**src/rtl/fetch_pkg.sv**
```systemverilog
// Shared types for the fetch stage: FSM states, queue entry payload and reset PC.
package fetch_pkg;

    localparam int unsigned FETCH_ADDR_WIDTH = 8;
    localparam int unsigned FETCH_INST_WIDTH = 16;
    localparam int unsigned FETCH_RESET_PC   = 0;

    typedef enum logic [1:0] {
        GAP   = 2'd0,
        FETCH = 2'd1,
        DRAIN = 2'd2
    } fetch_state_t;

    typedef struct packed {
        logic [FETCH_ADDR_WIDTH-1:0] pc;
        logic [FETCH_INST_WIDTH-1:0] inst;
    } fetch_entry_t;

endpackage

```
**src/rtl/fetch_queue.sv**
```systemverilog
// Small FIFO of fetched {pc, inst} entries with a registered head and a flush that wins over push/pop.
module fetch_queue
    import fetch_pkg::*;
#(
    parameter int unsigned DEPTH = 2
) (
    input  logic                     clock,
    input  logic                     reset,
    input  logic                     push,
    input  fetch_entry_t             push_entry,
    input  logic                     pop,
    input  logic                     flush,
    output logic [$clog2(DEPTH):0]   count,
    output logic                     head_valid,
    output fetch_entry_t             head_entry
);

    localparam int unsigned PTR_W = $clog2(DEPTH);
    localparam int unsigned CNT_W = $clog2(DEPTH) + 1;

    fetch_entry_t     mem [DEPTH];
    logic [PTR_W-1:0] rd_ptr;
    logic [PTR_W-1:0] wr_ptr;
    logic [CNT_W-1:0] cnt;

    logic             do_pop;
    logic             do_push;
    logic [PTR_W-1:0] rd_ptr_n;
    logic [CNT_W-1:0] cnt_n;
    fetch_entry_t     head_n;

    // Next head is computed ahead so the head outputs come straight from flops.
    always_comb begin
        do_pop   = pop && (cnt != '0);
        do_push  = push && ((cnt != CNT_W'(DEPTH)) || do_pop);
        rd_ptr_n = do_pop ? rd_ptr + PTR_W'(1) : rd_ptr;
        cnt_n    = cnt + CNT_W'(do_push) - CNT_W'(do_pop);
        head_n   = (do_push && (wr_ptr == rd_ptr_n)) ? push_entry : mem[rd_ptr_n];
        if (cnt_n == '0) begin
            head_n = '0;
        end
    end

    always_ff @(posedge clock) begin
        if (reset || flush) begin
            rd_ptr     <= '0;
            wr_ptr     <= '0;
            cnt        <= '0;
            head_valid <= 1'b0;
            head_entry <= '0;
        end else begin
            if (do_push) begin
                mem[wr_ptr] <= push_entry;
                wr_ptr      <= wr_ptr + PTR_W'(1);
            end
            rd_ptr     <= rd_ptr_n;
            cnt        <= cnt_n;
            head_valid <= (cnt_n != '0);
            head_entry <= head_n;
        end
    end

    assign count = cnt;

endmodule

```
**src/rtl/instruction_fetch.sv**
```systemverilog
// Fetch stage: owns the PC, issues one memory request at a time and queues results for decode.
// Optional stall counter is built only when IFETCH_PERF_EN is defined.
module instruction_fetch
    import fetch_pkg::*;
#(
    parameter int unsigned           ADDR_WIDTH  = FETCH_ADDR_WIDTH,
    parameter int unsigned           INST_WIDTH  = FETCH_INST_WIDTH,
    parameter int unsigned           QUEUE_DEPTH = 2,
    parameter logic [ADDR_WIDTH-1:0] RESET_PC    = ADDR_WIDTH'(FETCH_RESET_PC)
) (
    input  logic                  clock,
    input  logic                  reset,
    output logic                  read_enable,
    output logic [ADDR_WIDTH-1:0] address,
    input  logic                  rd_ready,
    input  logic [INST_WIDTH-1:0] inst,
    output logic                  if_valid,
    output logic [INST_WIDTH-1:0] if_inst,
    output logic [ADDR_WIDTH-1:0] if_pc,
    input  logic                  id_ready,
    input  logic                  redirect_valid,
    input  logic [ADDR_WIDTH-1:0] redirect_pc,
    output logic [15:0]           stall_cycles
);

    localparam int unsigned CNT_W = $clog2(QUEUE_DEPTH) + 1;

    fetch_state_t          state;
    logic [ADDR_WIDTH-1:0] pc;

    logic                  q_push;
    logic                  q_pop;
    fetch_entry_t          q_push_entry;
    logic [CNT_W-1:0]      q_count;
    fetch_entry_t          q_head;

    // Only a live request returning without a redirect reaches the queue.
    assign q_push            = (state == FETCH) && rd_ready && !redirect_valid;
    assign q_pop             = if_valid && id_ready;
    assign q_push_entry.pc   = FETCH_ADDR_WIDTH'(pc);
    assign q_push_entry.inst = FETCH_INST_WIDTH'(inst);

    fetch_queue #(
        .DEPTH (QUEUE_DEPTH)
    ) u_queue (
        .clock      (clock),
        .reset      (reset),
        .push       (q_push),
        .push_entry (q_push_entry),
        .pop        (q_pop),
        .flush      (redirect_valid),
        .count      (q_count),
        .head_valid (if_valid),
        .head_entry (q_head)
    );

    assign if_pc   = ADDR_WIDTH'(q_head.pc);
    assign if_inst = INST_WIDTH'(q_head.inst);

    // Request FSM; read_enable always drops for at least one GAP cycle after a completion.
    always_ff @(posedge clock) begin
        if (reset) begin
            state       <= GAP;
            pc          <= RESET_PC;
            read_enable <= 1'b0;
            address     <= RESET_PC;
        end else begin
            case (state)
                GAP: begin
                    if (redirect_valid) begin
                        pc <= redirect_pc;
                    end else if (q_count < CNT_W'(QUEUE_DEPTH)) begin
                        state       <= FETCH;
                        read_enable <= 1'b1;
                        address     <= pc;
                    end
                end
                FETCH: begin
                    if (redirect_valid) begin
                        pc <= redirect_pc;
                        if (rd_ready) begin
                            state       <= GAP;
                            read_enable <= 1'b0;
                        end else begin
                            state <= DRAIN;
                        end
                    end else if (rd_ready) begin
                        pc          <= pc + ADDR_WIDTH'(1);
                        state       <= GAP;
                        read_enable <= 1'b0;
                    end
                end
                DRAIN: begin
                    if (redirect_valid) begin
                        pc <= redirect_pc;
                    end
                    if (rd_ready) begin
                        state       <= GAP;
                        read_enable <= 1'b0;
                    end
                end
                default: begin
                    state       <= GAP;
                    read_enable <= 1'b0;
                end
            endcase
        end
    end

`ifdef IFETCH_PERF_EN
    logic [15:0] stall_q;

    // Saturating count of cycles spent waiting on the memory hierarchy.
    always_ff @(posedge clock) begin
        if (reset) begin
            stall_q <= '0;
        end else if (((state == FETCH) || (state == DRAIN)) && !rd_ready
                     && (stall_q != 16'hFFFF)) begin
            stall_q <= stall_q + 16'd1;
        end
    end

    assign stall_cycles = stall_q;
`else
    assign stall_cycles = '0;
`endif

endmodule

```
**config.mk**
```make
export PLATFORM = sky130hd
export DESIGN_NAME = instruction_fetch
export DESIGN_NICKNAME = d
export VERILOG_FILES = /design/src/rtl/fetch_pkg.sv /design/src/rtl/fetch_queue.sv /design/src/rtl/instruction_fetch.sv
export SDC_FILE = /design/constraint.sdc
export NUM_CORES = 1
export LEC_CHECK = 0
export ABC_AREA = 1
export CAP_MARGIN = 10
export CORE_MARGIN = 2
export CORE_UTILIZATION = 53
export CTS_CLUSTER_DIAMETER = 120
export CTS_CLUSTER_SIZE = 8
export DETAILED_ROUTE_END_ITERATION = 8
export GPL_TIMING_DRIVEN = 0
export PLACE_DENSITY = 0.83
export SLEW_MARGIN = 20
export SYNTH_ARGS = -nofsm -noshare
export SYNTH_HDL_FRONTEND = slang
export SYNTH_SLANG_ARGS = --single-unit
export TNS_END_PERCENT = 5
```
**constraint.sdc**
```tcl
create_clock -name clock -period 4.3 [get_ports clock]
set_clock_uncertainty 0.05 [all_clocks]
set_input_delay 1.075 -clock clock [delete_from_list [all_inputs] [get_ports clock]]
set_output_delay 1.075 -clock clock [all_outputs]
set_load 0.02 [all_outputs]
```
==> qor.yml <==
setup_path:
  critPathArrivalTime_ns: 3.37
  cp_slowest_cell: "clkdlybuf4s50_1"
  worstSetupPathType: "input pin to flip-flop"
  critPathLaunchType: "input pin"
  critPathBufInv: 5
  critical_path_required_ns: 4.55
  critPathTopFamily: "buffers and inverters"
  crit_top_cell: "nand2_1"
  worstPathMaxFanout: 10
  max_stage_delay_ns: 0.46
  crit_chain: "clkdlybuf4s50_1, nand2_1, inv_2, nand2_4, inv_1, ha_1, inv_1, ha_1, xor2_1, nand2_1, nand2_1, nand2_1, o21ai_4, buf_2, nand2_1, nor2_1"
  critPathCaptureType: "flip-flop"
detailed_routing:
  vias: 3630
  via_per_inst: 4.95
  initialDrtViolationCount: 184
  antenna_left: 0
  routedWlPerCell_um: 13.2
  dr.pass1.iters: 5
  remaining_drc_errors: 0
  wl_mm: 9.68
global_route:
  grt_pass1_vias: 3621
  grt_pass1_wl_mm: 15.9
  grtUsageTotal_pct: 22.7
  grt-ovfl-total: 0
  grt_max_degree: 25
  antenna_found_initial: 0
sta:
  worstMarginPinSlew_ns: 0.727
  fmax_mhz: 320
  slew_violations: 0
  hold_viol: 0
  finalCritPeriodShare_pct: 72.7
  setup_tns_ns: 0
  slew_headroom_pct: 51.4
  rsz0062_at_grt: "no"
  setup_viol: 0
  fin_crit_ns: 3.13
placed_design:
  place_hpwl_mm: 6.68
  gp_congestion: 0.851
  numPortBuffers: 60
synth:
  yosysTopAreaCell: "edfxtp_1"
  synth_area_per_cell_um2: 8.41
  synthCells: 535
  synth_simple_gate_area_share_pct: 25.3
  synth_cell_types: 32
  synth_top_family_by_area: "simple AND/OR/NAND/NOR gates"
  synth.yosys.warnings: 0
  synthMuxAreaShare_pct: 0
  syn_area_um2: 4500
  synth_compound_area_share_pct: 5.61
  yosys-top-cells-area: "edfxtp_1 (32%), dfxtp_1 (21%), nand3_1 (9.2%)"
  synth_fa_ha_area_share_pct: 1.95
  synth-xor-area-share_pct: 0.389
  synth-seq-cells: 96
  synth_seq_area_share_pct: 53.4
  synth_top_area_share_pct: 32.0
clocking:
  htree_levels: 3
  cts_tree: "yes"
  cts_resized: 0
  hold_buffers: 0
  cts_buffers: 9
  clkTransAtPathRegs_ns: 0.08
  cts_root_buf: "clkbuf_8"
  clock_latency_ns: 0.36
  clock_sinks: 96
  clock_tree.buffer_depth: 2
  cts_setup_buffers: 0
power_and_ir_drop:
  p_sw_share_pct: 22.9
  switching_power_mw: 0.413
  p_total_mw: 1.81
  p_leak_nw: 2.52
  powerDensity_nw_per_um2: 326
  combPwrFrac_pct: 9.9
  intPower_mw: 1.39
  peakVddDrop_mv: 0.191
  power_frac_clock_pct: 34.8
  seqPwrFrac_pct: 55.2
final_layout:
  drive_gt1_share_pct: 13.2
  diodes: 0
  finalNetCount: 659
  area_delta_synth_final_pct: 23.0
  fillers: 653
floorplanning:
  dieArea_um2: 9250
  die_h_um: 96.2
  placement_rows: 33
  ios: 79
  die_w_um: 96.2
  core-area_um2: 8220
  start_util_pct: 54.8
worst_hold_path:
  hold_path_class: "flip-flop to flip-flop"
run_status:
  status: "complete, no violations"
flow_run:
  maxCapViolCount: 0
## cell type report
type / count / area [µm²] / share of cell area (%)
flip-flops and latches: 96 / 2400 / 43.4
multi-input cells: 322 / 1570 / 28.3
repair buffers: 62 / 619 / 11.2
inverters: 95 / 357 / 6.44
plain buffers: 37 / 244 / 4.40
clock buffers: 14 / 184 / 3.32
well taps: 105 / 131 / 2.37
clock inverters: 2 / 33.8 / 0.610
## power by group through the flow
| stage | combinational (mW) | clock (mW) | sequential [mW] |
|---|---|---|---|
| floorplan | 0.0968 | 0 | 1.03 |
| global placement | 0.170 | 0 | 1.02 |
| detailed placement | 0.176 | 0 | 1.02 |
| CTS | 0.178 | 0.634 | 0.997 |
| global route | 0.198 | 0.671 | 1.00 |
| finish | 0.179 | 0.629 | 0.997 |
## flip-flops by register name, summed over array words and instances (netlist names)
signal,cells
u_queue.rd_ptr,1
pc,8
read_enable,1
address,8
u_queue.head_valid,1
u_queue.mem,48
u_queue.head_entry,24
u_queue.wr_ptr,1
u_queue.count,2
state,2
## per-layer routing
metal  wire [µm]  track usage, %  vias up
met3         529            5.09       27
li1            -               -     1841
met1        4090            26.0     1634
met2        4810            39.4      128
met5           0               0        -
met4         250            11.8        0
## per-stage QoR
step	hold slack (ns)	cells	utilization, %	setup slack (ns)	area, µm²
global placement	0.416	715	64.4	-0.510	5290
detailed placement	0.421	717	64.8	0.827	5320
CTS	0.441	733	67.4	1.18	5540
floorplan	0.397	550	-	0.622	4560
global route	0.460	733	67.4	1.02	5540
finish	0.445	733	67.4	1.17	5540
## cells by family after synthesis
| kind of cell | Yosys count |
|---|---|
| compound gates | 45 |
| simple gates | 252 |
| other cells | 1 |
| buf+inv | 132 |
| flops | 96 |
| fa+ha+maj | 7 |
| xor+xnor | 2 |
## final timing paths
kind | slack (ns) | startpoint | end | cells after the start
hold reg to reg | 0.44 | pc[5]$_SDFFE_PP0P_ | u_queue.mem[1][21]$_DFFE_PP_ | 0
setup / recovery | 1.17 | id_ready | u_queue.head_entry[23]$_SDFF_PP0_ | 16
setup reg to reg | 1.88 | state[1]$_SDFFE_PP0P_ | u_queue.head_entry[23]$_SDFF_PP0_ | 15
hold / removal | 0.44 | pc[5]$_SDFFE_PP0P_ | u_queue.mem[1][21]$_DFFE_PP_ | 0
## cell usage in the layout (no fill, tap or decap)
| cell | count |
|---|---|
| clkbuf_16 | 1 |
| nor3_2 | 1 |
| nand3_4 | 2 |
| nand4_1 | 1 |
| clkbuf_8 | 11 |
| o211ai_2 | 1 |
| xor2_1 | 1 |
| a41oi_1 | 1 |
| or2_2 | 1 |
| ha_1 | 7 |
| edfxtp_1 | 48 |
| nor2_1 | 43 |
| o21ai_4 | 1 |
| clkdlybuf4s50_1 | 60 |
| inv_1 | 81 |
| nand3_1 | 83 |
| nand2_2 | 5 |
| conb_1 | 16 |
| nand3_2 | 1 |
| buf_6 | 3 |
| bufinv_16 | 1 |
| o211ai_1 | 1 |
| clkinv_1 | 1 |
| nor2_2 | 1 |
| buf_4 | 20 |
| dfxtp_1 | 48 |
| xnor2_1 | 1 |
| clkbuf_1 | 3 |
| o21ai_1 | 2 |
| nand2_4 | 3 |
| buf_2 | 15 |
| a21oi_1 | 21 |
| nand2_1 | 107 |
| nor3_1 | 2 |
| inv_2 | 14 |
| a211oi_1 | 1 |
| nor2_4 | 2 |
| o21ai_0 | 17 |
## cells in the mapped netlist, drive strengths merged
cell type / count
xor2: 1
o21ai: 20
nor2: 46
dfxtp: 48
xnor2: 1
inv: 95
or2: 1
nand2: 115
clkbuf: 1
a21oi: 21
conb: 1
a41oi: 1
buf: 36
nor3: 3
nand4: 1
edfxtp: 48
o211ai: 2
nand3: 86
a211oi: 1
ha: 7
No activity file was read; power rests on OpenSTA's default activity.
